File: config.mk
export PLATFORM = sky130hd
export DESIGN_NAME = keypad_lock_ctrl_flat
export DESIGN_NICKNAME = d
export VERILOG_FILES = /design/src/rtl/keypad_lock_ctrl_if.sv /design/src/rtl/keypad_lock_ctrl.sv /design/src/flat_wrapper.sv
export SDC_FILE = /design/constraint.sdc
export NUM_CORES = 1
export LEC_CHECK = 0
export CAP_MARGIN = 10
export CORE_UTILIZATION = 45
export CTS_CLUSTER_SIZE = 12
export DETAILED_ROUTE_END_ITERATION = 7
export GPL_TIMING_DRIVEN = 0
export HOLD_SLACK_MARGIN = 0.08
export PLACE_DENSITY_LB_ADDON = 0.12
export SETUP_SLACK_MARGIN = 0.05
export SYNTH_ARGS = -nofsm -noshare
export SYNTH_HDL_FRONTEND = slang
export SYNTH_SLANG_ARGS = --single-unit
File: constraint.sdc
create_clock -name clk -period 3.5 [get_ports clk]
set_input_delay 0.35 -clock clk [delete_from_list [all_inputs] [get_ports clk]]
set_output_delay 0.35 -clock clk [all_outputs]
set_load 0.05 [all_outputs]
File: src/rtl/keypad_lock_ctrl_if.sv
// Keypad lock controller bus: scanner key events in, entry/status/pulse outputs back.
// The master side is the scanner/display side. The slave side is the lock controller.
interface keypad_lock_ctrl_if #(
  parameter int DIGITS = 4
);
  logic                  key_flag;
  logic [3:0]            key_value;
  logic [4*DIGITS-1:0]   entry;
  logic [2:0]            entry_cnt;
  logic                  unlocked;
  logic                  alarm;
  logic                  ok_pulse;
  logic                  err_pulse;
  logic [1:0]            fail_cnt;

  modport master (
    output key_flag, key_value,
    input  entry, entry_cnt, unlocked, alarm, ok_pulse, err_pulse, fail_cnt
  );

  modport slave (
    input  key_flag, key_value,
    output entry, entry_cnt, unlocked, alarm, ok_pulse, err_pulse, fail_cnt
  );
endinterface

File: src/rtl/keypad_lock_ctrl.sv
// 4-digit code lock: builds a BCD entry from scanner key events, checks it against the stored code,
// handles code change while open, idle auto-relock and a timed lockout after repeated failures.
module keypad_lock_ctrl #(
  parameter int                  DIGITS      = 4,
  parameter logic [4*DIGITS-1:0] INIT_CODE   = 16'h1234,
  parameter int                  MAX_FAIL    = 3,
  parameter int                  LOCK_CYCLES = 1000,
  parameter int                  OPEN_CYCLES = 500
) (
  input  logic               clk,
  input  logic               rst_n,
  keypad_lock_ctrl_if.slave  bus
);

  localparam logic [3:0] KEY_CLR = 4'd10;
  localparam logic [3:0] KEY_BS  = 4'd11;
  localparam logic [3:0] KEY_ENT = 4'd12;
  localparam logic [2:0] FULL    = 3'(DIGITS);
  localparam int         TMAX    = (LOCK_CYCLES > OPEN_CYCLES) ? LOCK_CYCLES : OPEN_CYCLES;
  localparam int         TW      = $clog2(TMAX + 1);
  localparam logic [TW-1:0] LOCK_LOAD = TW'(LOCK_CYCLES - 1);
  localparam logic [TW-1:0] OPEN_LOAD = TW'(OPEN_CYCLES - 1);

  typedef enum logic [1:0] {S_LOCKED, S_OPEN, S_LOCKOUT} state_e;

  state_e              state_q;
  logic                flag_q;
  logic                armed_q;
  logic [4*DIGITS-1:0] entry_q, entry_d;
  logic [2:0]          entryCnt_q, entryCnt_d;
  logic [4*DIGITS-1:0] code_q;
  logic [1:0]          failCnt_q;
  logic [TW-1:0]       timer_q;
  logic                unlocked_q, alarm_q, ok_q, err_q;
  logic                keyEvent;
  logic                isFull;
  logic [1:0]          failInc;

  // armed_q masks the first cycle after reset so a key already held at release is not an event
  assign keyEvent = armed_q & bus.key_flag & ~flag_q;
  assign isFull   = (entryCnt_q == FULL);
  assign failInc  = failCnt_q + 2'd1;

  always_comb begin
    entry_d    = entry_q;
    entryCnt_d = entryCnt_q;
    if (bus.key_value <= 4'd9) begin
      if (entryCnt_q < FULL) begin
        entry_d    = {entry_q[4*DIGITS-5:0], bus.key_value};
        entryCnt_d = entryCnt_q + 3'd1;
      end
    end else if (bus.key_value == KEY_BS) begin
      if (entryCnt_q != 3'd0) begin
        entry_d    = entry_q >> 4;
        entryCnt_d = entryCnt_q - 3'd1;
      end
    end else if (bus.key_value == KEY_CLR) begin
      entry_d    = '0;
      entryCnt_d = '0;
    end
  end

  always_ff @(posedge clk or negedge rst_n) begin
    if (!rst_n) begin
      state_q    <= S_LOCKED;
      flag_q     <= 1'b0;
      armed_q    <= 1'b0;
      entry_q    <= '0;
      entryCnt_q <= '0;
      code_q     <= INIT_CODE;
      failCnt_q  <= '0;
      timer_q    <= '0;
      unlocked_q <= 1'b0;
      alarm_q    <= 1'b0;
      ok_q       <= 1'b0;
      err_q      <= 1'b0;
    end else begin
      flag_q  <= bus.key_flag;
      armed_q <= 1'b1;
      ok_q    <= 1'b0;
      err_q   <= 1'b0;
      case (state_q)
        S_LOCKED: begin
          if (keyEvent) begin
            if (bus.key_value == KEY_ENT) begin
              entry_q    <= '0;
              entryCnt_q <= '0;
              if (!isFull) begin
                err_q <= 1'b1;
              end else if (entry_q == code_q) begin
                state_q    <= S_OPEN;
                unlocked_q <= 1'b1;
                ok_q       <= 1'b1;
                failCnt_q  <= '0;
                timer_q    <= OPEN_LOAD;
              end else begin
                err_q     <= 1'b1;
                failCnt_q <= failInc;
                if (failInc == 2'(MAX_FAIL)) begin
                  state_q <= S_LOCKOUT;
                  alarm_q <= 1'b1;
                  timer_q <= LOCK_LOAD;
                end
              end
            end else begin
              entry_q    <= entry_d;
              entryCnt_q <= entryCnt_d;
            end
          end
        end
        S_OPEN: begin
          // Any key event restarts the idle timer, so expiry only happens in quiet cycles
          if (keyEvent) begin
            timer_q <= OPEN_LOAD;
            if (bus.key_value == KEY_ENT) begin
              entry_q    <= '0;
              entryCnt_q <= '0;
              if (isFull) begin
                code_q <= entry_q;
                ok_q   <= 1'b1;
              end else begin
                err_q <= 1'b1;
              end
            end else if (bus.key_value == KEY_CLR && entryCnt_q == 3'd0) begin
              state_q    <= S_LOCKED;
              unlocked_q <= 1'b0;
            end else begin
              entry_q    <= entry_d;
              entryCnt_q <= entryCnt_d;
            end
          end else if (timer_q == '0) begin
            state_q    <= S_LOCKED;
            unlocked_q <= 1'b0;
            entry_q    <= '0;
            entryCnt_q <= '0;
          end else begin
            timer_q <= timer_q - TW'(1);
          end
        end
        S_LOCKOUT: begin
          if (timer_q == '0) begin
            state_q   <= S_LOCKED;
            alarm_q   <= 1'b0;
            failCnt_q <= '0;
          end else begin
            timer_q <= timer_q - TW'(1);
          end
        end
        default: begin
          state_q    <= S_LOCKED;
          unlocked_q <= 1'b0;
          alarm_q    <= 1'b0;
        end
      endcase
    end
  end

  assign bus.entry     = entry_q;
  assign bus.entry_cnt = entryCnt_q;
  assign bus.unlocked  = unlocked_q;
  assign bus.alarm     = alarm_q;
  assign bus.ok_pulse  = ok_q;
  assign bus.err_pulse = err_q;
  assign bus.fail_cnt  = failCnt_q;

endmodule

File: src/flat_wrapper.sv
// flat-port wrapper written by rule: the top's interface ports become plain ports
module keypad_lock_ctrl_flat 
#(
  parameter int                  DIGITS      = 4,
  parameter logic [4*DIGITS-1:0] INIT_CODE   = 16'h1234,
  parameter int                  MAX_FAIL    = 3,
  parameter int                  LOCK_CYCLES = 1000,
  parameter int                  OPEN_CYCLES = 500
)
  (clk, rst_n, bus_key_flag, bus_key_value, bus_entry, bus_entry_cnt, bus_unlocked, bus_alarm, bus_ok_pulse, bus_err_pulse, bus_fail_cnt);
  keypad_lock_ctrl_if #(.DIGITS(DIGITS)) bus_i ();
  input  logic clk;
  input  logic rst_n;
  input wire logic [$bits(bus_i.key_flag)-1:0] bus_key_flag;
  input wire logic [$bits(bus_i.key_value)-1:0] bus_key_value;
  output wire logic [$bits(bus_i.entry)-1:0] bus_entry;
  output wire logic [$bits(bus_i.entry_cnt)-1:0] bus_entry_cnt;
  output wire logic [$bits(bus_i.unlocked)-1:0] bus_unlocked;
  output wire logic [$bits(bus_i.alarm)-1:0] bus_alarm;
  output wire logic [$bits(bus_i.ok_pulse)-1:0] bus_ok_pulse;
  output wire logic [$bits(bus_i.err_pulse)-1:0] bus_err_pulse;
  output wire logic [$bits(bus_i.fail_cnt)-1:0] bus_fail_cnt;
  assign bus_i.key_flag = bus_key_flag;
  assign bus_i.key_value = bus_key_value;
  assign bus_entry = bus_i.entry;
  assign bus_entry_cnt = bus_i.entry_cnt;
  assign bus_unlocked = bus_i.unlocked;
  assign bus_alarm = bus_i.alarm;
  assign bus_ok_pulse = bus_i.ok_pulse;
  assign bus_err_pulse = bus_i.err_pulse;
  assign bus_fail_cnt = bus_i.fail_cnt;
  keypad_lock_ctrl #(.DIGITS(DIGITS), .INIT_CODE(INIT_CODE), .MAX_FAIL(MAX_FAIL), .LOCK_CYCLES(LOCK_CYCLES), .OPEN_CYCLES(OPEN_CYCLES)) u_core (.clk(clk), .rst_n(rst_n), .bus(bus_i));
endmodule
# Word level (Yosys, flattened, before mapping)
# Cells that the tools add are included.
# op_classes
addsub	4
order_cmp	2
eq_ne	20
muxes	79
bitwise	5
reduce_logical	15
# ops
op	count
$mux W16	11
$mux W10	7
$mux W3	11
$pmux W16 S2	1
$pmux W10 S3	1
$mux W2	14
$mux W1	27
$eq A16 B16 Y1	1
$eq A4 B4 Y1 const B	3
$ne A2 B1 Y1 const B	6
$logic_not A10 Y1	1
$reduce_and A5 Y1	2
$sub A10 B1 Y10 const B	1
$reduce_and A4 Y1	2
$reduce_and A8 Y1	1
$reduce_and A7 Y1	1
$ne A3 B1 Y1 const B	2
$ne A3 B3 Y1 const B	2
$pmux W1 S3	2
$pmux W2 S3	1
$pmux W3 S2	1
$reduce_and A6 Y1	1
$reduce_bool A3 Y1	2
$eq A2 B2 Y1 const B	2
other kinds (17)	22
# word_totals
regBits	55
in_bits	7
output_inout_bits	25
wordCells	137

# Logic depth before layout (Yosys ltp)
# Gate-level depths: netlist of run 1.
# logic_depth
depth_word	8
ltp_mapped	8
mapped_depth_nobuf	7

# Least setup slack after synthesis of run 1
# OpenSTA, ideal clock, no wires.
# synth_timing
kind	reg-to-reg
start	register u_core.entryCnt_q[1] (netlist: u_core.bus.entry_cnt[1])
end	register u_core.code_q[7]
setup_ns	0.125
arrival_time_ns	2.192
required_time_ns	3.375
setup_slack_ns	1.183
path_stages_with_launch	8
path_buffers	2
synth_period_minus_slack_ns	2.317
cell_sequence	dfrtp_1 > inv_1 > ha_1 > nand2_1 > or4_1 > buf_2 > buf_6 > mux2_4
# synth_between
elab_chain_cells	2
# synth_lines
element	line	rtl
start, declared	keypad_lock_ctrl.sv:30	logic [2:0] entryCnt_q, entryCnt_d;
start signal, assigned	keypad_lock_ctrl.sv:107	entryCnt_q <= entryCnt_d;
start signal, assigned	keypad_lock_ctrl.sv:129	entryCnt_q <= entryCnt_d;
$eq A3 B3 Y1	keypad_lock_ctrl.sv:41	assign isFull = (entryCnt_q == FULL);
$reduce_and A4 Y1 (no source line)	n/a	
end signal, assigned	keypad_lock_ctrl.sv:119	code_q <= entry_q;
end, declared	keypad_lock_ctrl.sv:31	logic [4*DIGITS-1:0] code_q;
# Every way passes these cells.
# A chain may end at the register's enable or synchronous reset.

# Worst setup path in the final report of run 1
# layout_timing
start	register u_core.state_q[0]
end	register u_core.timer_q[9]
# layout_between
elab_chain_cells	3
word_cells_on_any_way	10
classes_between	6 x eq/ne; 1 x mux; 3 x reduce/logical
# layout_lines
element	line	rtl
start, declared	keypad_lock_ctrl.sv:26	state_e state_q;
start signal, assigned	keypad_lock_ctrl.sv:65	state_q <= S_LOCKED;
start signal, assigned	keypad_lock_ctrl.sv:91	state_q <= S_OPEN;
start signal, assigned	keypad_lock_ctrl.sv:100	state_q <= S_LOCKOUT;
$eq A2 B1 Y1, or another cell as far along	keypad_lock_ctrl.sv:82	case (state_q)
$reduce_bool A3 Y1 (no source line), or another cell as far along	n/a	
$reduce_and A5 Y1 (no source line)	n/a	
end signal, assigned	keypad_lock_ctrl.sv:137	timer_q <= timer_q - TW'(1);
end signal, assigned	keypad_lock_ctrl.sv:146	timer_q <= timer_q - TW'(1);
end, declared	keypad_lock_ctrl.sv:33	logic [TW-1:0] timer_q;
# Parallel ways exist; a longest one is shown, timed or not.

==> summary.txt, run 1 <==
Run status
  – Result of the run: complete, no violations

Clock network
  – Number of buffers inserted for hold repair after clock tree synthesis: 1
  – Setup bufs post-CTS: 0
  – Clock-pin transition on the worst setup and hold timing paths: 0.10 ns
  – CTS H-Tree Depth: 2
  – Clk buf depth: 2
  – Count of instances resized after the clock tree is built: 0
  – Worst-skew pair later-pin latency: 0.30 ns
  – CTS root buf: sky130_fd_sc_hd__clkbuf_8
  – Clock net sink count: 55
  – Number of clock buffers inserted by TritonCTS: 5
  – CTS tree: yes

Cells and area
  – Most common library cell in the layout ignoring fill and taps: sky130_fd_sc_hd__dfrtp_1
  – Fraction of layout instances using a drive strength above 1: 18.7%
  – Total Nets Final: 358
  – Area occupied by multi-input gates: 1790 µm²
  – Signed area change from the synthesized netlist to the final layout: 17.2%
  – Design Area, Final: 3900 µm²
  – Most frequent cells in the layout: sky130_fd_sc_hd__dfrtp_1, sky130_fd_sc_hd__clkdlybuf4s50_1, sky130_fd_sc_hd__inv_1
  – Filler Cells Inserted: 646
  – Post-route core utilization: 55.9%
  – Area of all sequential standard cells: 1380 µm²
  – Antenna cell count: 0

STA
  – Setup violation total in the final timing report: 0
  – Fin Setup TNS: 0 ns
  – Highest attainable clock frequency: 0.411 GHz
  – Final worst path period need: 2.44 ns
  – Worst clock skew: 0.0133 ns
  – WHS: 0.515 ns
  – Final Slew Violations: 0
  – Worst rel slew slack: 60.4%
  – Hold Fails Final Rpt: 0
  – RSZ-0062 raised after global routing: no
  – Share of the clock period used by the worst path after layout: 69.6%
  – Worst-margin pin slew: 0.588 ns

Die
  – Overall die height: 88 µm
  – Starting Density: 47.7%
  – I/O pin count: 32
  – Floorplan row count: 30
  – Die outline width: 88 µm
  – Core Region: 6980 µm²
  – Die footprint: 7740 µm²

Power
  – Total power divided by cell area: 902 nW/µm²
  – Lkg Pwr: 1.61 nW
  – Peak VDD IR: 426 µV
  – Net switching power figure: 0.00170 W
  – Clock share of power: 12.3%
  – Total internal power: 0.00182 W
  – Sequential fraction of design power: 32.2%
  – Total Power: 0.00352 W
  – Comb pwr share: 55.4%
  – Switching fraction of total power: 48.3%

Worst setup path
  – Worst flop-to-flop path startpoint: u_core.state_q[0]
  – Capturing point of the worst reg2reg path: u_core.timer_q[9]
  – R2r worst-path depth: 7
  – Endpoint of the worst setup timing path: u_core.timer_q[9]
  – Setup CP Type: reg2reg
  – Launching element type of the critical path: register
  – Critical path's most frequent cell: sky130_fd_sc_hd__inv_1
  – Cell Chain, Critical Path: inv_1 -> ha_1 -> clkbuf_1 -> inv_1 -> o21ai_0 -> a21oi_1 -> a221oi_2
  – Data required time at the worst endpoint: 3.72 ns
  – Endpoint kind of the worst setup timing path: register
  – Setup slack on the worst flop-to-flop path: 1.06 ns
  – Worst Path Arrival: 2.65 ns
  – Largest fanout on the critical path: 9
  – Master of the slowest instance on the critical path: sky130_fd_sc_hd__o21ai_0
  – Launch point of the worst path: u_core.state_q[0]
  – Largest stage delay, worst path: 0.54 ns

Global route
  – Global-route total usage across every layer: 21.1%
  – Pin count of the biggest net entering global routing: 37
  – Initial antenna violation count: 0
  – GRT overflow: 0
  – Global-route wire length before repair: 12600 µm
  – Vias in the first global route: 2482

Drt
  – Remaining number of nets flagged by the antenna check after routing: 0
  – Drt via density: 5.90
  – Total wire length after detailed routing: 7480 µm
  – Remaining DRCs: 0
  – Number of search-and-repair iterations in the first detailed-routing pass: 4
  – DR iter-0 viols: 120
  – Total via count in the routed design: 2586
  – Average wire length per cell after detail routing: 17.1 µm

Placed design
  – Cell area reported after detailed placement: 3770 µm²
  – Placer congestion estimate: 0.837
  – Estimated wirelength of the detail-placed design: 5470 µm
  – Number of input and output port buffers inserted: 31

Synthesis
  – Average cell area after synthesis: 11.1 µm²
  – Net Count, Synth: 318
  – Fraction of registers with async set or reset after synthesis: 100%
  – Combinational family with the most area after synthesis: compound AO/OA/AOI/OAI gates
  – Flop and latch count out of synthesis: 55
  – Post-Syn Area: 3330 µm²
  – Count of unique library cells instantiated by Yosys: 66
  – Sequential share of the synthesized area: 41.5%
  – Warning count from the yosys run: 0
  – Post-synthesis compound-gate area fraction: 27.6%
  – Number of enable flip-flop cells after synthesis: 0
  – Share of synthesized area spent on multiplexers: 6.88%
  – Most common flop cell mapped by yosys: sky130_fd_sc_hd__dfrtp_1
  – Simple-gate portion of the synthesized area: 10.9%
  – Cells after Synth: 301
  – Area share of fa/ha/maj cells after synthesis: 3.76%
  – Xor and xnor fraction of the mapped netlist area: 4.47%

Job
  – Max-cap check violation count: 0

Min path
  – Worst Hold Class: reg2reg
final cells by class:
cell class	instances	share of cell area [%]
clock buffers	6	2.12
multi-input cells	212	45.8
clock inverters	2	0.898
flip-flops and latches	55	35.4
repair buffers	33	8.60
plain buffers	12	1.99
well taps	96	3.08
inverters	22	2.12
routing by layer:
metal  GRT usage (%)  share of wire [%]
met5               0                  0
met4            4.47               0.57
met3            2.83                3.6
met2            32.8                 45
met1            31.4                 51
flip-flops by register name, indices dropped and copies added (netlist names):
signal and cells:
u_core.state_q 2, u_core.bus.err_pulse 1, u_core.flag_q 1, u_core.bus.entry_cnt 3, u_core.timer_q 10, u_core.bus.unlocked 1, u_core.bus.fail_cnt 2, u_core.bus.ok_pulse 1
u_core.bus.entry 16, u_core.code_q 16, u_core.bus.alarm 1, u_core.armed_q 1
per-stage QoR:
| step | worst slack (ns) | instances |
|---|---|---|
| floorplan | 1.18 | 301 |
| global placement | 0.281 | 428 |
| detailed placement | 0.903 | 429 |
| CTS | 1.10 | 438 |
| global route | 0.886 | 438 |
| finish | 1.06 | 438 |
cells in the mapped netlist (3+ instances only):
library cell | instances | share of area, %
sky130_fd_sc_hd__a211oi_1 | 7 | 1.6
sky130_fd_sc_hd__nor2_1 | 15 | 1.7
sky130_fd_sc_hd__a21o_1 | 3 | 0.68
sky130_fd_sc_hd__mux2_2 | 7 | 2.4
sky130_fd_sc_hd__o22ai_1 | 10 | 1.9
sky130_fd_sc_hd__a41oi_1 | 4 | 1.1
sky130_fd_sc_hd__ha_1 | 10 | 3.8
sky130_fd_sc_hd__or4_1 | 3 | 0.68
sky130_fd_sc_hd__xnor2_1 | 17 | 4.5
sky130_fd_sc_hd__clkbuf_1 | 6 | 0.68
sky130_fd_sc_hd__o221ai_1 | 12 | 3.2
sky130_fd_sc_hd__a2bb2oi_2 | 10 | 4.5
sky130_fd_sc_hd__a211o_1 | 3 | 0.79
sky130_fd_sc_hd__a22o_1 | 7 | 1.8
sky130_fd_sc_hd__nor3_1 | 6 | 0.90
sky130_fd_sc_hd__inv_1 | 21 | 2.4
sky130_fd_sc_hd__nand2_1 | 10 | 1.1
sky130_fd_sc_hd__dfrtp_1 | 50 | 38
sky130_fd_sc_hd__o21ai_0 | 6 | 0.90
sky130_fd_sc_hd__nand2b_1 | 3 | 0.56
sky130_fd_sc_hd__nand4_1 | 4 | 0.75
sky130_fd_sc_hd__buf_6 | 4 | 1.4
sky130_fd_sc_hd__mux2_4 | 10 | 4.5
sky130_fd_sc_hd__a21oi_1 | 14 | 2.1
sky130_fd_sc_hd__nand3b_1 | 3 | 0.68
sky130_fd_sc_hd__a31oi_1 | 4 | 0.75
sky130_fd_sc_hd__dfstp_2 | 5 | 3.9
worst min-delay path by stage:
stage | endpoint | slack, ns | start | cells after the start
after floorplan | u_core.armed_q | 0.05 | rst_n | 0
after global placement | u_core.bus.unlocked | 0.49 | u_core.bus.unlocked | 1
after detailed placement | u_core.code_q[6] | 0.35 | rst_n | 1
after CTS | u_core.bus.unlocked | 0.52 | u_core.bus.unlocked | 1
after global routing | u_core.bus.unlocked | 0.54 | u_core.bus.unlocked | 1
final | u_core.bus.unlocked | 0.51 | u_core.bus.unlocked | 1
power by group through the flow:
| stage | Combinational, W | Sequential (W) | Clock [W] |
|---|---|---|---|
| floorplan | 0.00104 | 0.00147 | 0 |
| global placement | 0.00193 | 0.00114 | 0 |
| detailed placement | 0.00195 | 0.00114 | 0 |
| CTS | 0.00195 | 0.00113 | 0.000451 |
| global route | 0.00211 | 0.00117 | 0.000476 |
| finish | 0.00195 | 0.00113 | 0.000434 |
worst max-delay path: cells and delay by family (launching register included):
family | cells | cell delay, ns
buffers and inverters | 3 | 0.79
AO/OA/AOI/OAI | 3 | 0.99
adder cells (fa/ha/maj) | 1 | 0.14
flip-flops | 1 | 0.44
cells by family after synthesis:
family | Yosys count
DFF | 55
buffers and inverters | 34
other | 1
muxes | 17
adders and majority gates | 10
AOI/OAI and AO/OA | 106
and+or+nand+nor | 61
xor gates and xnor gates | 17
Power figures use the tool's default switching activity.
==> inputs of run 2 (changes only) <==
- clock period: 3.5 -> 2.52 ns (I/O delays scaled with it)
==> run 2 against run 1 <==
First-iteration DRC count did not move. Sequential share of layout area did not move. Sequential power rose by 40%. Setup slack got worse by 0.85 ns. Via count rose by 0.62%.
==> summary.txt, run 2 (synthesized netlist as in run 1, its figures left out) <==
Power
  – Clock share of power: 12.3% (about the same)
  – Total Power: 0.00489 W (+39%)
  – Lkg Pwr: 1.61 nW (about the same)
  – Total internal power: 0.00253 W (+39%)
  – Comb pwr share: 55.4% (about the same)
  – Sequential fraction of design power: 32.2% (about the same)
  – Net switching power figure: 0.00236 W (+39%)
  – Total power divided by cell area: 1250 nW/µm² (+39%)
  – Peak VDD IR: 591 µV (+39%)
  – Switching fraction of total power: 48.3% (about the same)

Placed design
  – Estimated wirelength of the detail-placed design: 5470 µm (unchanged)
  – Placement-stage worst setup slack: 0.0211 ns (-0.882 ns)
  – Number of input and output port buffers inserted: 31 (unchanged)
  – Cells after DPL: 429 (unchanged)
  – Placer congestion estimate: 0.837 (unchanged)

Drt
  – DR iter-0 viols: 120 (unchanged)
  – Drt via density: 5.94 (+0.62%)
  – Number of search-and-repair iterations in the first detailed-routing pass: 4 (unchanged)
  – Total via count in the routed design: 2602 (+0.62%)
  – Remaining DRCs: 0 (unchanged)
  – Average wire length per cell after detail routing: 17.1 µm (about the same)
  – Remaining number of nets flagged by the antenna check after routing: 0 (unchanged)
  – Total wire length after detailed routing: 7490 µm (about the same)

Clock network
  – CTS H-Tree Depth: 2 (unchanged)
  – Number of clock buffers inserted by TritonCTS: 5 (unchanged)
  – Clock net sink count: 55 (unchanged)
  – Setup bufs post-CTS: 0 (unchanged)
  – Clock-pin transition on the worst setup and hold timing paths: 0.10 ns (about the same)
  – Clk buf depth: 2 (unchanged)
  – CTS root buf: sky130_fd_sc_hd__clkbuf_8
  – CTS tree: yes
  – Worst-skew pair later-pin latency: 0.30 ns (about the same)

Cells and area
  – Most common library cell in the layout ignoring fill and taps: sky130_fd_sc_hd__dfrtp_1
  – Filler Cells Inserted: 646 (unchanged)
  – Total Nets Final: 358 (unchanged)
  – Antenna cell count: 0 (unchanged)
  – Most frequent cells in the layout: sky130_fd_sc_hd__dfrtp_1, sky130_fd_sc_hd__clkdlybuf4s50_1, sky130_fd_sc_hd__inv_1
  – Signed area change from the synthesized netlist to the final layout: 17.2% (unchanged)
  – Number of standard cells in the final layout excluding fillers: 438 (unchanged)
  – Area of all sequential standard cells: 1380 µm² (unchanged)
  – Fraction of layout instances using a drive strength above 1: 18.7% (unchanged)
  – Area occupied by multi-input gates: 1790 µm² (unchanged)

STA
  – Final worst path period need: 2.30 ns (-0.135 ns)
  – Share of the clock period used by the worst path after layout: 91.3% (+22 points)
  – Final Slew Violations: 0 (unchanged)
  – Fin Setup TNS: 0 ns (unchanged)
  – Worst clock skew: 0.0133 ns (+0.00000540 ns)
  – Worst rel slew slack: 60.5% (+0.19 points)
  – RSZ-0062 raised after global routing: no
  – Final Worst Setup Slack: 0.219 ns (-0.845 ns)
  – Hold Fails Final Rpt: 0 (unchanged)
  – Worst-margin pin slew: 0.588 ns (-0.000566 ns)
  – Setup violation total in the final timing report: 0 (unchanged)
  – WHS: 0.429 ns (-0.0861 ns)
  – Highest attainable clock frequency: 0.435 GHz (+5.9%)

Global route
  – Global-route wire length before repair: 12600 µm (unchanged)
  – Pin count of the biggest net entering global routing: 37 (unchanged)
  – Global-route total usage across every layer: 21.1% (unchanged)
  – Vias in the first global route: 2482 (unchanged)
  – GRT overflow: 0 (unchanged)
  – Initial antenna violation count: 0 (unchanged)

Worst setup path
  – Worst Path Arrival: 2.50 ns (-0.15 ns)
  – Worst flop-to-flop path startpoint: u_core.state_q[1]
  – Data required time at the worst endpoint: 2.71 ns (-1.01 ns)
  – Setup CP Type: reg2reg
  – Setup slack on the worst flop-to-flop path: 0.22 ns (-0.85 ns)
  – Endpoint kind of the worst setup timing path: register
  – Largest fanout on the critical path: 10 (+1)
  – R2r worst-path depth: 7 (unchanged)
  – Launching element type of the critical path: register
  – Capturing point of the worst reg2reg path: u_core.code_q[1]

Die
  – Floorplan row count: 30 (unchanged)
  – Overall die height: 88 µm (unchanged)
  – I/O pin count: 32 (unchanged)
  – Core Region: 6980 µm² (unchanged)
  – Die outline width: 88 µm (unchanged)
  – Die footprint: 7740 µm² (unchanged)
  – Starting Density: 47.7% (unchanged)

Job
  – Max-cap check violation count: 0 (unchanged)

Run status
  – Result of the run: complete, no violations

Min path
  – Worst Hold Class: in2async
run 2: cell count changes in the layout (fill, tap and decap cells not counted):
cell,before,now
sky130_fd_sc_hd__o21ai_1,2,3
sky130_fd_sc_hd__o21ai_0,6,5
run 2: power by group through the flow:
stage | Clock [W] | Sequential [W] | Combinational, W
finish | 0.000603 | 0.00158 | 0.00271
global route | 0.000662 | 0.00162 | 0.00293
CTS | 0.000626 | 0.00157 | 0.00271
detailed placement | 0 | 0.00159 | 0.00270
global placement | 0 | 0.00159 | 0.00268
floorplan | 0 | 0.00205 | 0.00144
run 2: metrics by stage:
step / utilization [%] / instance area (µm²)
6_report: 55.9 / 3900
3_3_place_gp: 53.8 / 3760
5_1_grt: 55.9 / 3900
2_1_floorplan: - / 3330
3_5_place_dp: 54.1 / 3770
4_1_cts: 55.9 / 3900
run 2: per-layer routing:
| layer | part of all wire, % | vias to the layer above | global-route usage (%) | wire length, µm |
|---|---|---|---|---|
| met2 | 45 | 49 | 32.8 | 3390 |
| met3 | 3.3 | 4 | 2.83 | 250 |
| li1 | - | 1232 | - | - |
| met4 | 0.57 | 0 | 4.47 | 43 |
| met1 | 51 | 1317 | 31.4 | 3800 |
| met5 | 0 | - | 0 | 0 |
run 2: how the worst max path moves through the flow:
stage / start / end / slack (ns) / cells after the start
floorplan: u_core.bus.entry_cnt[1] / u_core.code_q[7] / 0.20 / 7
global placement: rst_n / u_core.bus.alarm / -0.60 / 1
global route: u_core.state_q[0] / u_core.timer_q[4] / 0.10 / 7
finish: u_core.state_q[1] / u_core.code_q[1] / 0.22 / 7
CTS: u_core.state_q[0] / u_core.timer_q[9] / 0.12 / 7
detailed placement: bus_key_value[1] / u_core.code_q[1] / 0.02 / 6
run 2: layout make-up:
type	count	share of cell area, %
clock buffers	6	2.12
well taps	96	3.08
clock inverters	2	0.898
plain buffers	12	1.99
flip-flops and latches	55	35.4
multi-input cells	212	45.8
inverters	22	2.12
repair buffers	33	8.60
run 2: worst max-delay path: stages (launching register included):
cell and delay (ns):
sky130_fd_sc_hd__dfrtp_1 0.43, sky130_fd_sc_hd__inv_1 0.10, sky130_fd_sc_hd__ha_1 0.33, sky130_fd_sc_hd__inv_2 0.11, sky130_fd_sc_hd__or4_1 0.52, sky130_fd_sc_hd__buf_2 0.21, sky130_fd_sc_hd__buf_6 0.19, sky130_fd_sc_hd__mux2_4 0.30
run 2: what timing repair did:
item / 4_1_cts / 5_1_grt
setup endpoints to repair: 0 / 2
hold buffers: 1 / 0
resized for setup: 0 / 1
hold endpoints to repair: 18 / 0
